$ cat src/rtl/prom_erase_sequencer_pkg.sv
// Shared definitions for the M25P16 erase/write-status sequencer:
// opcodes, request/error encodings and status register bit positions.
package prom_erase_sequencer_pkg;

    localparam logic [7:0] OPC_WREN = 8'h06;
    localparam logic [7:0] OPC_RDSR = 8'h05;
    localparam logic [7:0] OPC_SE   = 8'hD8;
    localparam logic [7:0] OPC_BE   = 8'hC7;
    localparam logic [7:0] OPC_WRSR = 8'h01;

    localparam logic [31:0] CMD_WREN = {OPC_WREN, 24'h0};
    localparam logic [31:0] CMD_RDSR = {OPC_RDSR, 24'h0};
    localparam logic [31:0] CMD_BE   = {OPC_BE, 24'h0};

    localparam int SR_WIP = 0;
    localparam int SR_WEL = 1;

    typedef enum logic [1:0] {
        OP_SE      = 2'b00,
        OP_BE      = 2'b01,
        OP_WRSR    = 2'b10,
        OP_ILLEGAL = 2'b11
    } req_op_e;

    typedef enum logic [1:0] {
        ERR_OK      = 2'b00,
        ERR_WEL     = 2'b01,
        ERR_TIMEOUT = 2'b10,
        ERR_ABORT   = 2'b11
    } err_code_e;

    typedef enum logic [1:0] {
        X_IDLE,
        X_REL,
        X_ISSUE,
        X_ACK
    } xfer_state_e;

    typedef enum logic [2:0] {
        S_IDLE,
        S_WREN,
        S_CHK_WEL,
        S_OP,
        S_GAP,
        S_POLL,
        S_FINISH
    } seq_state_e;

    function automatic logic [31:0] op_cmd(input req_op_e op, input logic [23:0] arg);
        case (op)
            OP_SE:   op_cmd = {OPC_SE, arg};
            OP_BE:   op_cmd = CMD_BE;
            OP_WRSR: op_cmd = {OPC_WRSR, arg[7:0], 16'h0};
            default: op_cmd = 32'h0;
        endcase
    endfunction

endpackage

$ cat src/rtl/prom_cmd_xfer.sv
// One engine transaction: wait for a stale clear to drop, present the command
// until the engine acknowledges, then withdraw it and wait for clear to fall.
module prom_cmd_xfer
    import prom_erase_sequencer_pkg::*;
(
    input  logic        clk,
    input  logic        reset,
    input  logic        start,
    input  logic [31:0] cmd,
    output logic [31:0] prom_cmd,
    input  logic        prom_cmd_clear,
    input  logic [31:0] prom_result,
    output logic        xfer_done,
    output logic [31:0] result
);

    xfer_state_e state;
    logic [31:0] cmd_q;

    always_ff @(posedge clk) begin
        if (reset) begin
            state     <= X_IDLE;
            cmd_q     <= 32'h0;
            prom_cmd  <= 32'h0;
            xfer_done <= 1'b0;
            result    <= 32'h0;
        end else begin
            xfer_done <= 1'b0;
            case (state)
                X_IDLE: begin
                    if (start) begin
                        cmd_q <= cmd;
                        // Skip REL when the engine is already quiet so the
                        // command appears on the cycle after start.
                        if (!prom_cmd_clear) begin
                            prom_cmd <= cmd;
                            state    <= X_ISSUE;
                        end else begin
                            state <= X_REL;
                        end
                    end
                end
                X_REL: begin
                    if (!prom_cmd_clear) begin
                        prom_cmd <= cmd_q;
                        state    <= X_ISSUE;
                    end
                end
                X_ISSUE: begin
                    if (prom_cmd_clear) begin
                        result   <= prom_result;
                        prom_cmd <= 32'h0;
                        state    <= X_ACK;
                    end
                end
                X_ACK: begin
                    if (!prom_cmd_clear) begin
                        xfer_done <= 1'b1;
                        state     <= X_IDLE;
                    end
                end
                default: state <= X_IDLE;
            endcase
        end
    end

endmodule

$ cat src/rtl/prom_erase_sequencer.sv
// Sequences WREN, WEL check, the erase/write-status command and WIP polling
// on top of the single-command PROM SPI engine.
//
// state     | meaning
// S_IDLE    | ready for a request
// S_WREN    | write-enable xfer in flight
// S_CHK_WEL | RDSR xfer to confirm WEL
// S_OP      | SE/BE/WRSR xfer in flight
// S_GAP     | idle spacing before the next RDSR poll
// S_POLL    | RDSR poll xfer in flight
// S_FINISH  | report done/error, then back to idle
module prom_erase_sequencer
    import prom_erase_sequencer_pkg::*;
#(
    parameter int POLL_GAP   = 4096,
    parameter int POLL_CNT_W = 20,
    parameter int MAX_POLLS  = 1000000
) (
    input  logic        clk,
    input  logic        reset,
    input  logic        req_valid,
    output logic        req_ready,
    input  logic [1:0]  req_op,
    input  logic [23:0] req_arg,
    input  logic        abort,
    output logic        busy,
    output logic        done,
    output logic        error,
    output logic [1:0]  err_code,
    output logic [7:0]  last_status,
    output logic [31:0] prom_cmd,
    input  logic        prom_cmd_clear,
    input  logic [31:0] prom_result
);

    localparam int GAP_W = $clog2(POLL_GAP + 1);

    seq_state_e            state;
    req_op_e               op_q;
    logic [23:0]           arg_q;
    logic                  abort_q;
    logic                  abort_eff;
    logic [GAP_W-1:0]      gap_cnt;
    logic [POLL_CNT_W-1:0] poll_cnt;
    logic [POLL_CNT_W-1:0] poll_next;
    logic                  timeout;
    logic                  xfer_start;
    logic [31:0]           xfer_cmd;
    logic                  xfer_done;
    logic [31:0]           xfer_result;
    logic                  unused_result;

    assign abort_eff     = abort | abort_q;
    assign poll_next     = poll_cnt + POLL_CNT_W'(1);
    assign timeout       = (poll_next == POLL_CNT_W'(MAX_POLLS));
    assign unused_result = ^xfer_result[31:8];

    // Next xfer is launched on the same edge the FSM leaves the previous one.
    always_comb begin
        xfer_start = 1'b0;
        xfer_cmd   = 32'h0;
        case (state)
            S_IDLE: begin
                if (req_valid && req_op != OP_ILLEGAL) begin
                    xfer_start = 1'b1;
                    xfer_cmd   = CMD_WREN;
                end
            end
            S_WREN: begin
                if (xfer_done && !abort_eff) begin
                    xfer_start = 1'b1;
                    xfer_cmd   = CMD_RDSR;
                end
            end
            S_CHK_WEL: begin
                if (xfer_done && xfer_result[SR_WEL] && !abort_eff) begin
                    xfer_start = 1'b1;
                    xfer_cmd   = op_cmd(op_q, arg_q);
                end
            end
            S_GAP: begin
                if (!abort_eff && gap_cnt == '0) begin
                    xfer_start = 1'b1;
                    xfer_cmd   = CMD_RDSR;
                end
            end
            default: ;
        endcase
    end

    always_ff @(posedge clk) begin
        if (reset) begin
            state       <= S_IDLE;
            op_q        <= OP_SE;
            arg_q       <= 24'h0;
            abort_q     <= 1'b0;
            gap_cnt     <= '0;
            poll_cnt    <= '0;
            req_ready   <= 1'b1;
            busy        <= 1'b0;
            done        <= 1'b0;
            error       <= 1'b0;
            err_code    <= ERR_OK;
            last_status <= 8'h0;
        end else begin
            done <= 1'b0;
            if (abort && state != S_IDLE)
                abort_q <= 1'b1;
            case (state)
                S_IDLE: begin
                    if (req_valid) begin
                        op_q      <= req_op_e'(req_op);
                        arg_q     <= req_arg;
                        busy      <= 1'b1;
                        req_ready <= 1'b0;
                        error     <= 1'b0;
                        abort_q   <= 1'b0;
                        poll_cnt  <= '0;
                        if (req_op == OP_ILLEGAL) begin
                            err_code <= ERR_ABORT;
                            state    <= S_FINISH;
                        end else begin
                            err_code <= ERR_OK;
                            state    <= S_WREN;
                        end
                    end
                end
                S_WREN: begin
                    if (xfer_done) begin
                        if (abort_eff) begin
                            err_code <= ERR_ABORT;
                            state    <= S_FINISH;
                        end else begin
                            state <= S_CHK_WEL;
                        end
                    end
                end
                S_CHK_WEL: begin
                    if (xfer_done) begin
                        last_status <= xfer_result[7:0];
                        if (!xfer_result[SR_WEL]) begin
                            err_code <= ERR_WEL;
                            state    <= S_FINISH;
                        end else if (abort_eff) begin
                            err_code <= ERR_ABORT;
                            state    <= S_FINISH;
                        end else begin
                            state <= S_OP;
                        end
                    end
                end
                S_OP: begin
                    if (xfer_done) begin
                        poll_cnt <= '0;
                        gap_cnt  <= GAP_W'(POLL_GAP - 1);
                        if (abort_eff) begin
                            err_code <= ERR_ABORT;
                            state    <= S_FINISH;
                        end else begin
                            state <= S_GAP;
                        end
                    end
                end
                S_GAP: begin
                    if (abort_eff) begin
                        err_code <= ERR_ABORT;
                        state    <= S_FINISH;
                    end else if (gap_cnt == '0) begin
                        state <= S_POLL;
                    end else begin
                        gap_cnt <= gap_cnt - GAP_W'(1);
                    end
                end
                S_POLL: begin
                    if (xfer_done) begin
                        last_status <= xfer_result[7:0];
                        poll_cnt    <= poll_next;
                        gap_cnt     <= GAP_W'(POLL_GAP - 1);
                        // Completion outranks timeout, which outranks abort.
                        if (!xfer_result[SR_WIP]) begin
                            state <= S_FINISH;
                        end else if (timeout) begin
                            err_code <= ERR_TIMEOUT;
                            state    <= S_FINISH;
                        end else if (abort_eff) begin
                            err_code <= ERR_ABORT;
                            state    <= S_FINISH;
                        end else begin
                            state <= S_GAP;
                        end
                    end
                end
                S_FINISH: begin
                    done      <= 1'b1;
                    error     <= (err_code != ERR_OK);
                    busy      <= 1'b0;
                    req_ready <= 1'b1;
                    state     <= S_IDLE;
                end
                default: state <= S_IDLE;
            endcase
        end
    end

    prom_cmd_xfer u_xfer (
        .clk            (clk),
        .reset          (reset),
        .start          (xfer_start),
        .cmd            (xfer_cmd),
        .prom_cmd       (prom_cmd),
        .prom_cmd_clear (prom_cmd_clear),
        .prom_result    (prom_result),
        .xfer_done      (xfer_done),
        .result         (xfer_result)
    );

endmodule

$ cat config.mk
export PLATFORM = sky130hd
export DESIGN_NAME = prom_erase_sequencer
export DESIGN_NICKNAME = d
export VERILOG_FILES = /design/src/rtl/prom_erase_sequencer_pkg.sv /design/src/rtl/prom_cmd_xfer.sv /design/src/rtl/prom_erase_sequencer.sv
export SDC_FILE = /design/constraint.sdc
export NUM_CORES = 1
export LEC_CHECK = 0
export BUFFER_PORTS_ARGS = -buffer_cell sky130_fd_sc_hd__buf_2
export CAP_MARGIN = 20
export CORE_AREA = 2 2 172 174
export CTS_BUF_LIST = sky130_fd_sc_hd__clkbuf_2 sky130_fd_sc_hd__clkbuf_4 sky130_fd_sc_hd__clkbuf_8
export CTS_CLUSTER_SIZE = 10
export DETAILED_ROUTE_END_ITERATION = 16
export DIE_AREA = 0 0 174 176
export GPL_ROUTABILITY_DRIVEN = 0
export GPL_TIMING_DRIVEN = 0
export PLACE_DENSITY_LB_ADDON = 0.12
export SYNTH_ARGS = -nofsm -noshare
export SYNTH_HDL_FRONTEND = slang
export SYNTH_HIERARCHICAL = 1
export SYNTH_SLANG_ARGS = --single-unit
$ cat constraint.sdc
create_clock -name clk -period 6.97 [get_ports clk]
set_clock_uncertainty 0.15 [all_clocks]
set_input_delay 0 -clock clk [delete_from_list [all_inputs] [get_ports clk]]
set_output_delay 0 -clock clk [all_outputs]
set_load 0.05 [all_outputs]
==> reports/metrics.csv <==
stage;metric;value;unit
outcome;outcome;finished clean;
hold_path;Tightest Hold Check Type;in2reg;
cts;root buf cell;clkbuf_8;
layout;layout cell share with drive strength beyond 1;16.98;%
power_and_ir_drop;clock share of power;19.4;%
global_route;first-pass GRT wire length;39460;um
critical_path;FF-to-FF path depth;11;
power_and_ir_drop;sequential share of power;31.3;%
routing;Total Wirelength;24780;um
routing;drt wl/cell;16.69;um
critical_path;FF-to-FF Start;gap_cnt[3];
die;Chip Width;174;um
timing;slack of the critical path;3.514;ns
timing;Slew HR;40.48;%
placement;placed cell count;1407;
critical_path;largest fanout on the critical path;10;
layout;FILL cells;3167;
timing;Max Freq;289.3;MHz
critical_path;Worst path max stage delay;0.60;ns
power_and_ir_drop;static leakage power;3.499;nW
synth;Synth Instances;940;
critical_path;Most Frequent Cell on Critical Path;or4_4;
cts;PostCTS Resize Cnt;0;
critical_path;worst-path cell chain;or4_4 -> or4_4 -> nor3_1 -> a21oi_1 -> nor2_1 -> a211o_1 -> nor4bb_1 -> buf_4 -> a21o_4 -> buf_6 -> a211oi_2;
cts;CTS Sinks;152;
placement;input/output buffers;82;
global_route;initial antenna violation count;0;
cts;hold_buf cts;45;
timing;Hold Fails Final Rpt;0;
power_and_ir_drop;pwr/cell area;378.2;nW/um2
global_route;vias in the first global route;7000;
routing;Vias;7182;
cts;CTS tree;yes;
layout;Final Non-Filler Cells;1485;
cts;Post-CTS Setup Bufs;0;
power_and_ir_drop;VDD IR max;148.6;uV
critical_path;Crit. path cell count;11;
cts;cts bufs inserted;17;
layout;Net count, final;1164;
critical_path;crit path launch;gap_cnt[3];
synth;Ys Warns;6;
global_route;gr ovfl total;0;
timing;setup TNS;0;ns
global_route;GRT Total Usage;16.28;%
routing;final antenna-violating net count;0;
routing;vias per std cell;4.836;
critical_path;CP Capture Point;u_xfer/prom_cmd[17];
critical_path;crit start category;flop;
flow_run;max cap viols;0;
routing;residual DRC count;0;
power_and_ir_drop;Tot Pwr;0.003563;W
timing;Tmin final;3.456;ns
critical_path;Arr. time, crit path;3.61;ns
timing;Tcrit/Tclk final;49.59;%
timing;worst slew pin tran;0.8928;ns
die;initial core utilization;26.92;%
critical_path;reg-to-reg endpoint;u_xfer/prom_cmd[17];
cts;Clock Latency Late Sink;0.46;ns
timing;Final Slew Violations;0;
synth;Mapped Area;7684;um2
critical_path;CP Buf/Inv Count;2;
critical_path;crit path kind;reg2reg;
die;Die Y;176;um
placement;dpl ws;3.476;ns
die;die area;30620;um2
cts;Worst-path clk slew;0.09;ns
critical_path;WP data required;7.13;ns
cts;H-tree depth;4;
die;Core Region;28550;um2
critical_path;R2R setup slack;3.51;ns
synth;Mean Syn Cell Area;8.174;um2
power_and_ir_drop;Internal Pwr Total;0.001865;W
cts;CTS Buffer Depth;2;
critical_path;delay-heaviest family, CP;simple AND/OR/NAND/NOR gates;
routing;DRT Pass-1 Iters;5;
power_and_ir_drop;Net Switching;0.001697;W
global_route;pin count of the biggest net entering global routing;17;
layout;Area growth syn-to-layout;22.60;%
routing;Starting DRT DRC Count;386;
layout;Register Area;3043;um2
layout;antenna cells;0;
die;FP Rows;62;
timing;# setup viols final;0;
die;IO Count;109;
power_and_ir_drop;sw frac;47.64;%
placement;DP HPWL;17740;um
layout;Finished Core Util;33.00;%
critical_path;Slowest-stage cell, CP;or4_4;
hold_path;worst hold path stage count;6;
power_and_ir_drop;Combinational Power Share;49.3;%
layout;area of the multi-input gates;4150;um2
critical_path;crit end category;flop;
timing;RSZ-0062 raised after global routing;no;
-- metrics by stage --
stage	cell area (um2)	hold slack, ns
after floorplan	7687	-0.01404
after global placement	8578	0.06982
after detailed placement	8578	0.07277
after CTS	9413	0.01034
after global routing	9420	0.05143
final	9420	0.03598
-- state kept, by name, summed over array words and instances (netlist names), 2 cells and up --
register and flops:
u_xfer/prom_cmd 32, last_status 8, err_code 2, u_xfer/cmd_q 32, poll_cnt 20, u_xfer/state 2, u_xfer/result 8, op_q 2
arg_q 24, gap_cnt 13, state 3
-- layout by cell type, fill, tap and decap left out, drive strengths merged, types with 21 or more instances in the layout --
cell type and count:
a211oi 70, a21oi 98, a31oi 39, and3 24
buf 114, clkbuf 69, dfxtp 152, dlygate4sd3 45
inv 25, nand2 164, nor2 59, nor2b 34
o21ai 21
-- final cells by class --
class | count | share of cell area [%]
multi-input cells | 689 | 44.06
flip-flops and latches | 152 | 32.30
repair buffers | 128 | 9.218
well taps | 384 | 5.100
plain buffers | 83 | 4.569
clock buffers | 18 | 2.630
clock inverters | 14 | 1.448
inverters | 17 | 0.6774
-- power by group through the flow --
stage	Sequential [W]	Combinational [W]	Clock, W
floorplan	0.00143	0.000973	0
global placement	0.00114	0.00172	0
detailed placement	0.00114	0.00172	0
CTS	0.00112	0.00176	0.000722
global route	0.00114	0.00190	0.000754
finish	0.00112	0.00175	0.000691
-- routing by layer --
metal,track usage [%],vias to the layer above,wire length (um)
met4,3.326,0,165
met2,26.79,108,11500
met3,2.993,12,707
met1,22.34,3414,12410
li1,-,3648,-
met5,0,-,0
-- worst reg2reg max path, cell delays in order, from the launching register on --
cell and delay [ns]:
dfxtp_1 0.37, or4_4 0.60, or4_4 0.52, nor3_1 0.15
a21oi_1 0.10, nor2_1 0.22, a211o_1 0.23, nor4bb_1 0.32
buf_4 0.23, a21o_4 0.16, buf_6 0.19, a211oi_2 0.08
-- how the worst min path moves through the flow --
stage	slack [ns]	endpoint	startpoint
5_1_grt	0.05	u_xfer/cmd_q[24]	abort
3_5_place_dp	0.07	u_xfer/xfer_done	prom_cmd_clear
2_1_floorplan	-0.01	arg_q[10]	req_arg[10]
6_report	0.04	u_xfer/cmd_q[24]	abort
4_1_cts	0.01	state[0]	reset
3_3_place_gp	0.07	u_xfer/xfer_done	prom_cmd_clear
Note: power is estimated with default switching activity, not from simulation.
